[config.mk]
export PLATFORM = sky130hd
export DESIGN_NAME = apb_master
export DESIGN_NICKNAME = d
export VERILOG_FILES = /design/src/rtl/apb_pkg.sv /design/src/rtl/apb_timeout_counter.sv /design/src/rtl/apb_master.sv
export SDC_FILE = /design/constraint.sdc
export NUM_CORES = 1
export LEC_CHECK = 0
export BUFFER_PORTS_ARGS = -buffer_cell sky130_fd_sc_hd__buf_2
export CORE_UTILIZATION = 40
export DETAILED_ROUTE_END_ITERATION = 10
export PLACE_DENSITY_LB_ADDON = 0.2
export REMOVE_ABC_BUFFERS = 1
export SKIP_LAST_GASP = 1
export SLEW_MARGIN = 25
export SYNTH_ARGS = -nofsm -noshare
export SYNTH_HDL_FRONTEND = slang
export SYNTH_SLANG_ARGS = --single-unit
[constraint.sdc]
create_clock -name pclk -period 1.75 [get_ports pclk]
set_clock_uncertainty 0.05 [all_clocks]
set_input_delay 0.175 -clock pclk [delete_from_list [all_inputs] [get_ports pclk]]
set_output_delay 0.175 -clock pclk [all_outputs]
set_load 0.005 [all_outputs]
[src/rtl/apb_pkg.sv]
// Shared APB requester definitions: FSM states, UART register map,
// default bus timeout and the timeout counter width helper.
package apb_pkg;

    typedef enum logic [1:0] {
        IDLE,
        SETUP,
        ACCESS,
        RESP
    } apb_state_t;

    localparam logic [31:0] UART_RX_ADDR = 32'h78;
    localparam logic [31:0] UART_TX_ADDR = 32'h79;

    localparam int DEFAULT_TIMEOUT = 1024;

    // A limit of 0 disables the timeout; keep a 1-bit counter then.
    function automatic int cnt_width(input int limit);
        return (limit > 0) ? $clog2(limit + 1) : 1;
    endfunction

endpackage

[src/rtl/apb_timeout_counter.sv]
// Saturating ACCESS-cycle counter for the APB requester.
// Ports: pclk, rst (sync, high), clr, en -> hit (count == LIMIT).
module apb_timeout_counter
    import apb_pkg::*;
#(
    parameter int LIMIT = DEFAULT_TIMEOUT,
    parameter int W     = cnt_width(LIMIT)
) (
    input  logic pclk,
    input  logic rst,
    input  logic clr,
    input  logic en,
    output logic hit
);

    localparam logic [W-1:0] LIM = W'(LIMIT);

    logic [W-1:0] cnt;

    // Stops at LIM so a long stall never wraps back below the limit.
    always_ff @(posedge pclk) begin
        if (rst || clr) begin
            cnt <= '0;
        end else if (en && (cnt != LIM)) begin
            cnt <= cnt + 1'b1;
        end
    end

    assign hit = (LIMIT != 0) && (cnt == LIM);

endmodule

[src/rtl/apb_master.sv]
// Single-outstanding APB requester: valid/ready command in,
// SETUP/ACCESS transfer out, one-cycle response pulse with timeout.
// Ports: pclk, rst (sync, high); cmd_* command stream; rsp_* response;
// psel/penable/pwrite/padd/pwdata/pstrb bus out; pready/prdata/pslevrr in.
module apb_master
    import apb_pkg::*;
#(
    parameter int TIMEOUT_CYCLES = DEFAULT_TIMEOUT,
    parameter int ADDR_W         = 32,
    parameter int DATA_W         = 32
) (
    input  logic                pclk,
    input  logic                rst,
    input  logic                cmd_valid,
    output logic                cmd_ready,
    input  logic                cmd_write,
    input  logic [ADDR_W-1:0]   cmd_addr,
    input  logic [DATA_W-1:0]   cmd_wdata,
    input  logic [DATA_W/8-1:0] cmd_strb,
    output logic                rsp_valid,
    output logic [DATA_W-1:0]   rsp_rdata,
    output logic                rsp_err,
    output logic                rsp_timeout,
    output logic                psel,
    output logic                penable,
    output logic                pwrite,
    output logic [ADDR_W-1:0]   padd,
    output logic [DATA_W-1:0]   pwdata,
    output logic [DATA_W/8-1:0] pstrb,
    input  logic                pready,
    input  logic [DATA_W-1:0]   prdata,
    input  logic                pslevrr
);

    apb_state_t state;
    logic       accept;
    logic       to_hit;

    assign accept = (state == IDLE) && cmd_valid;

    // Counts ACCESS cycles that end without pready.
    apb_timeout_counter #(
        .LIMIT (TIMEOUT_CYCLES)
    ) u_timeout (
        .pclk (pclk),
        .rst  (rst),
        .clr  (accept),
        .en   ((state == ACCESS) && !pready),
        .hit  (to_hit)
    );

    always_ff @(posedge pclk) begin
        if (rst) begin
            state       <= IDLE;
            cmd_ready   <= 1'b1;
            rsp_valid   <= 1'b0;
            rsp_rdata   <= '0;
            rsp_err     <= 1'b0;
            rsp_timeout <= 1'b0;
            psel        <= 1'b0;
            penable     <= 1'b0;
            pwrite      <= 1'b0;
            padd        <= '0;
            pwdata      <= '0;
            pstrb       <= '0;
        end else begin
            rsp_valid <= 1'b0;
            unique case (state)
                IDLE: begin
                    if (cmd_valid) begin
                        state     <= SETUP;
                        cmd_ready <= 1'b0;
                        psel      <= 1'b1;
                        penable   <= 1'b0;
                        pwrite    <= cmd_write;
                        padd      <= cmd_addr;
                        // Reads never carry data or strobes.
                        pwdata    <= cmd_write ? cmd_wdata : '0;
                        pstrb     <= cmd_write ? cmd_strb : '0;
                    end
                end
                SETUP: begin
                    state   <= ACCESS;
                    penable <= 1'b1;
                end
                ACCESS: begin
                    // A late pready on the limit cycle still wins.
                    if (pready) begin
                        state       <= RESP;
                        psel        <= 1'b0;
                        penable     <= 1'b0;
                        rsp_valid   <= 1'b1;
                        rsp_err     <= pslevrr;
                        rsp_timeout <= 1'b0;
                        rsp_rdata   <= pwrite ? '0 : prdata;
                    end else if (to_hit) begin
                        state       <= RESP;
                        psel        <= 1'b0;
                        penable     <= 1'b0;
                        rsp_valid   <= 1'b1;
                        rsp_err     <= 1'b1;
                        rsp_timeout <= 1'b1;
                        rsp_rdata   <= '0;
                    end
                end
                RESP: begin
                    state     <= IDLE;
                    cmd_ready <= 1'b1;
                end
            endcase
        end
    end

endmodule

Word-level counts from Yosys, hierarchy flattened
Index checks and enable logic that the tools add are counted.
{ "word_totals": {"register_bits": 120, "latch_bits": 0, "mem_bits_rw": 0, "rom_bits": 0, "in_bits": 106, "output_inout_bits": 107, "wordCells": 60, "memories": 0} }
{ "op_classes": {"add_sub_neg": 1, "mul": 0, "div": 0, "n_lt_le_gt_ge": 0, "eq_ne": 7, "shift": 0, "muxes": 21, "n_bitwise": 1, "reduce_logical": 17} }
{ "ops": {"columns": ["op", "n"], "rows": [
  ["two-way mux 32 bit", 4],
  ["adder 11 x 1 -> 11 bit (second input constant)", 1],
  ["equality test 11 bit (second input constant)", 1],
  ["inequality test 11 bit (second input constant)", 1],
  ["two-way mux 1 bit", 9],
  ["one-hot mux 2 bit (4 select lines)", 1],
  ["AND reduction 2 bit", 4],
  ["two-way mux 2 bit", 3],
  ["AND reduction 3 bit", 2],
  ["nonzero test 2 bit", 3],
  ["equality test 2 bit (second input constant)", 2],
  ["two-way mux 4 bit", 1],
  ["one-hot mux 1 bit (2 select lines)", 2],
  ["logical AND 1 bit", 3],
  ["inequality test 3 bit (second input constant)", 1],
  ["one-hot mux 1 bit (3 select lines)", 1],
  ["nonzero test 3 bit", 1],
  ["equality test 2 x 1 -> 1 bit (second input constant)", 1],
  ["logical NOT 2 bit", 1],
  ["inequality test 2 bit (second input constant)", 1],
  ["OR reduction 2 bit", 1],
  ["logical NOT 1 bit", 1],
  ["logical OR 1 bit", 1],
  ["NOT 1 bit", 1]
]} }

Logic depth before layout (Yosys ltp)
{ "depth": {"ltp_word": 4, "depth_mapped": 9, "depth_no_buf": 6} }

By module
A second synthesis with hierarchy kept.
{ "hier_totals": {"cells_unflattened": 493, "area_unflattened_um2": 4491.8} }
{ "modules_own_cells": {"columns": ["mod", "instances", "cells_per_inst", "area_per_inst_um2", "seq_area_each_um2"], "rows": [
  ["apb_master", 1, 422, 3880.0, 2182.1],
  ["apb_timeout_counter", 1, 71, 611.8, 220.2]
]} }

Worst setup path after synthesis
No wires, ideal clock.
{ "synth_path": {"path_type": "flip-flop to flip-flop", "from": "register state[0]", "to": "register u_timeout.cnt[1]", "setup_ns": 0.087, "arrival_ns": 1.802, "required_ns": 1.613, "slack_ns": -0.189, "stages_incl_launch_ff": 10, "path_buffers": 3, "synth_period_minus_slack_ns": 1.939, "cell_sequence": "dfxtp_1 -> inv_1 -> ha_1 -> and2_1 -> clkbuf_1 -> nor2_1 -> clkbuf_1 -> clkbuf_1 -> nand3_1 -> o31ai_1"} }
{ "synth_via": {"elab_chain_len": 3, "elab_cells_between_ends": 6, "cone_classes": "eq/ne (1); reduce/logical (5)"} }
{ "synth_rtl": {"columns": ["element", "line", "rtl"], "rows": [
  ["start, declared", "apb_master.sv:35", "apb_state_t state;"],
  ["start signal, assigned", "apb_master.sv:54", "state <= IDLE;"],
  ["start signal, assigned", "apb_master.sv:71", "state <= SETUP;"],
  ["start signal, assigned", "apb_master.sv:83", "state <= ACCESS;"],
  ["equality test 2 bit / logical NOT 2 bit (equally long branches)", "apb_master.sv:48, apb_master.sv:39", null],
  ["logical AND 1 bit (on tied branches)", "apb_master.sv:48, apb_master.sv:39", null],
  ["logical AND 1 bit / logical OR 1 bit (equally long branches)", "apb_timeout_counter.sv:24, apb_timeout_counter.sv:22", null],
  ["end signal, assigned", "apb_timeout_counter.sv:25", "cnt <= cnt + 1'b1;"],
  ["end, declared", "apb_timeout_counter.sv:18", "logic [W-1:0] cnt;"]
]} }
Parallel ways exist; a longest one is shown, timed or not.
A chain may end at the register's enable or synchronous reset.

Final worst setup path
{ "layout_path": {"from": "register u_timeout.cnt[2]", "to": "register rsp_rdata[1]"} }
{ "layout_via": {"elab_chain_len": 3} }
{ "layout_rtl": {"columns": ["element", "line", "rtl"], "rows": [
  ["equality test 11 bit", "apb_timeout_counter.sv:29", "assign hit = (LIMIT != 0) && (cnt == LIM);"],
  ["nonzero test 2 bit (no line)", null, null],
  ["AND reduction 2 bit (no line)", null, null],
  ["end signal, assigned", "apb_master.sv:95", "rsp_rdata <= pwrite ? '0 : prdata;"],
  ["end, declared", "apb_master.sv:21", "output logic [DATA_W-1:0] rsp_rdata,"]
]} }
Every way passes these cells.

==> qor.yml <==
worst_setup_path:
  worstPathMaxFanout: 32
  required_ps: 2080
  endpoint_kind: "flip-flop"
  r2r_cells: 5
  startpoint_type: "flip-flop"
  r2r_slack_ps: -170
  worstPathArrival_ps: 2250
  reg2reg_from: "u_timeout.cnt[2]"
  worstSetupPathType: "flip-flop to flip-flop"
  worstReg2RegEnd: "rsp_rdata[1]"
drt:
  remaining_drc_errors: 0
  drtIter0Drc: 71
  dr.pass1.iters: 4
  postRouteAntennaNets: 0
  wl_per_cell_um: 14.7
  routed_wl_um: 12800
  vias: 4232
  viasPerCell: 4.85
place:
  dp_slack_ps: -162
  gp_congestion: 0.768
  dpl_cell_area_sq_um: 5450
  dp_hpwl_um: 7410
  io_buffers: 212
sta:
  hold_viol: 0
  slew_headroom_pct: 71.6
  period_share_pct: 110
  worst_pin_slew_ps: 425
  setup-tns-final_ps: -4980
  setup_viol: 39
  slew_violations: 0
  max_freq_mhz: 521
  fin_crit_ps: 1920
  layout_setup_ws_ps: -171
  rsz0062_at_grt: "yes"
power:
  finalPower_mw: 8.81
  ir_drop_uv: 770
  p_leak_nw: 3.43
  powerDensity_nw_per_um2: 1230
synth:
  syn_inst: 397
  ys_types: 37
  yosysSeqAreaShare_pct: 58.4
  yosys_warnings: 0
  ys_ff_latch: 120
  syn-cell-area_sq_um: 4110
  syn_avg_cell_area_sq_um: 10.4
global_route:
  grt_pass1_vias: 4233
  track_usage_pct: 23.4
  grt_pass1_wl_um: 19100
  grt_max_degree: 39
  grt-ovfl-total: 0
  grt_antenna_before_repair: 0
clock_network:
  cts_tree: "done"
  cts_buffers: 17
  cts_buffer_depth: 2
  clkSinkCount: 120
  clkLatencyLatePin_ps: 490
  clk_pin_slew_worst_paths_ps: 60
  h-tree-depth: 4
  root_buffer: "clkbuf_8"
cells_and_area:
  num-fill-cells: 705
  finish.instance_area_sq_um: 7160
  area_growth_syn_to_layout_pct: 74.1
  antennaDiodeCount: 0
  fin_nets: 839
  drive_gt1_share_pct: 38.4
die:
  initial_core_util_pct: 41.7
  core_sq_um: 9860
  rows: 36
  fp.dieW_um: 103
  design.die.area_sq_um: 10700
  io_pins: 213
  die_height_um: 103
run_status:
  violations: "setup timing"
  status: "finished, violations left"
worst_hold_path:
  hold_class: "input port to flip-flop"
  hold_start: "rst"
  whs_path_depth: 3
  hold-path-endpoint: "state[0]"
flow_run:
  maxCapViolCount: 0
## cells in the mapped netlist
cell      count  area, sq um
o41ai_4       1         27.5
inv_1         7         26.3
ha_1          6         75.1
nor2_2        1         6.26
nand3_1       4         20.0
buf_2         1         5.00
xor2_1        7         61.3
a211oi_1      2         15.0
or4_4         1         11.3
o311a_4       1         21.3
nor2_1       13         48.8
nand2_1      71          267
or4b_4        1         13.8
nor2b_1       2         12.5
o31ai_1       1         7.51
o21bai_1      1         7.51
a21o_1        1         7.51
nand4_1       3         18.8
xnor2_1       1         8.76
nor3_1        4         20.0
and4b_1       2         20.0
o221a_1       1         11.3
nand2b_1      4         25.0
and4_1        1         8.76
dfxtp_1     120         2400
buf_1         5         18.8
clkbuf_1     18         67.6
o21ai_0       1         5.00
and3_1        1         6.26
o311a_1       1         10.0
mux2i_1       1         10.0
and2_1        2         12.5
buf_6         3         33.8
a31o_1        1         8.76
or3_1         2         12.5
a21oi_1      37          185
a22o_1       68          596
## cell families after synthesis
kind of cell             count (synthesis)  synth area share [%]
adder cells (fa/ha/maj)                  6                  1.82
flip-flops                             120                  58.4
buffers and inverters                   34                  3.68
AND/OR/NAND/NOR                        112                  12.2
AO/OA/AOI/OAI                          116                  21.9
XOR/XNOR                                 8                  1.70
multiplexers                             1                 0.243
## through the flow
step / instances / util [%] / hold WS, ps
after detailed placement: 737 / 55.3 / 337
after CTS: 872 / 72.3 / 100
final: 872 / 72.6 / 129
after floorplan: 370 / - / 194
after global placement: 737 / 55.3 / 334
after global routing: 872 / 72.6 / 120
## flip-flops by register name, summed over array words and instances, names as in the netlist
register and cells:
padd 32, pwdata 32, rsp_rdata 32, u_timeout.cnt 11
pstrb 4, state 2, cmd_ready 1, penable 1
psel 1, pwrite 1, rsp_err 1, rsp_timeout 1
rsp_valid 1
## metal layers
layer	global-route usage (%)	wire, um	up-vias
li1	-	-	2065
met5	0	0	-
met2	41.6	6470	191
met4	11.6	338	0
met1	24.9	5070	1944
met3	7.53	937	32
## cells in the final DEF, fill, tap and decap left out, types with 5 or more instances in the layout
cell and count:
a22o_1 68, nor2_1 11, dlygate4sd3_1 103, buf_12 5, clkbuf_16 16, buf_4 16, ha_1 5, buf_2 212
a21oi_1 36, inv_1 7, xor2_1 7, dfxtp_1 118, nand2_1 70
## critical path, stage by stage (launching register included)
cell     delay (ps)
dfxtp_1         310
or4b_4          570
o41ai_4         360
nor2_2           90
buf_12          170
a22o_1          250
## report_power, final
group          internal [mW]  switching [mW]  total [mW]
sequential              3.08           0.179        3.26
combinational          0.957           0.995        1.95
clock                   2.36            1.24        3.60
total                   6.40            2.41        8.81
## cell type report
cell class                      instances  area, sq um  area share, %
Clock buffer                           18          428           5.97
Clock inverter                         13          193           2.69
Inverter                                7         26.3          0.367
Multi-Input combinational cell        243         1610           22.5
Sequential cell                       120         2400           33.6
Tap cell                              133          166           2.32
Timing Repair Buffer                  338         2330           32.6
## worst max path at each step
stage,slack (ps),depth (start not counted),start,endpoint
floorplan,-1130,5,state[0],rsp_rdata[0]
global placement,-120,5,u_timeout.cnt[5],rsp_rdata[21]
detailed placement,-160,5,u_timeout.cnt[5],rsp_rdata[29]
CTS,-160,5,u_timeout.cnt[2],rsp_rdata[0]
global route,-210,5,u_timeout.cnt[2],rsp_rdata[1]
finish,-170,5,u_timeout.cnt[2],rsp_rdata[1]
## repair_timing
action | in CTS | in global routing
gates cloned | 0 | 0
hold buffers | 103 | 0
pin swaps | 3 | 1
hold endpoints to repair | 103 | 0
setup endpoints to repair | 37 | 74
resized for setup | 6 | 8
buffers inserted | 1 | 0
Power figures use the tool's default switching activity.
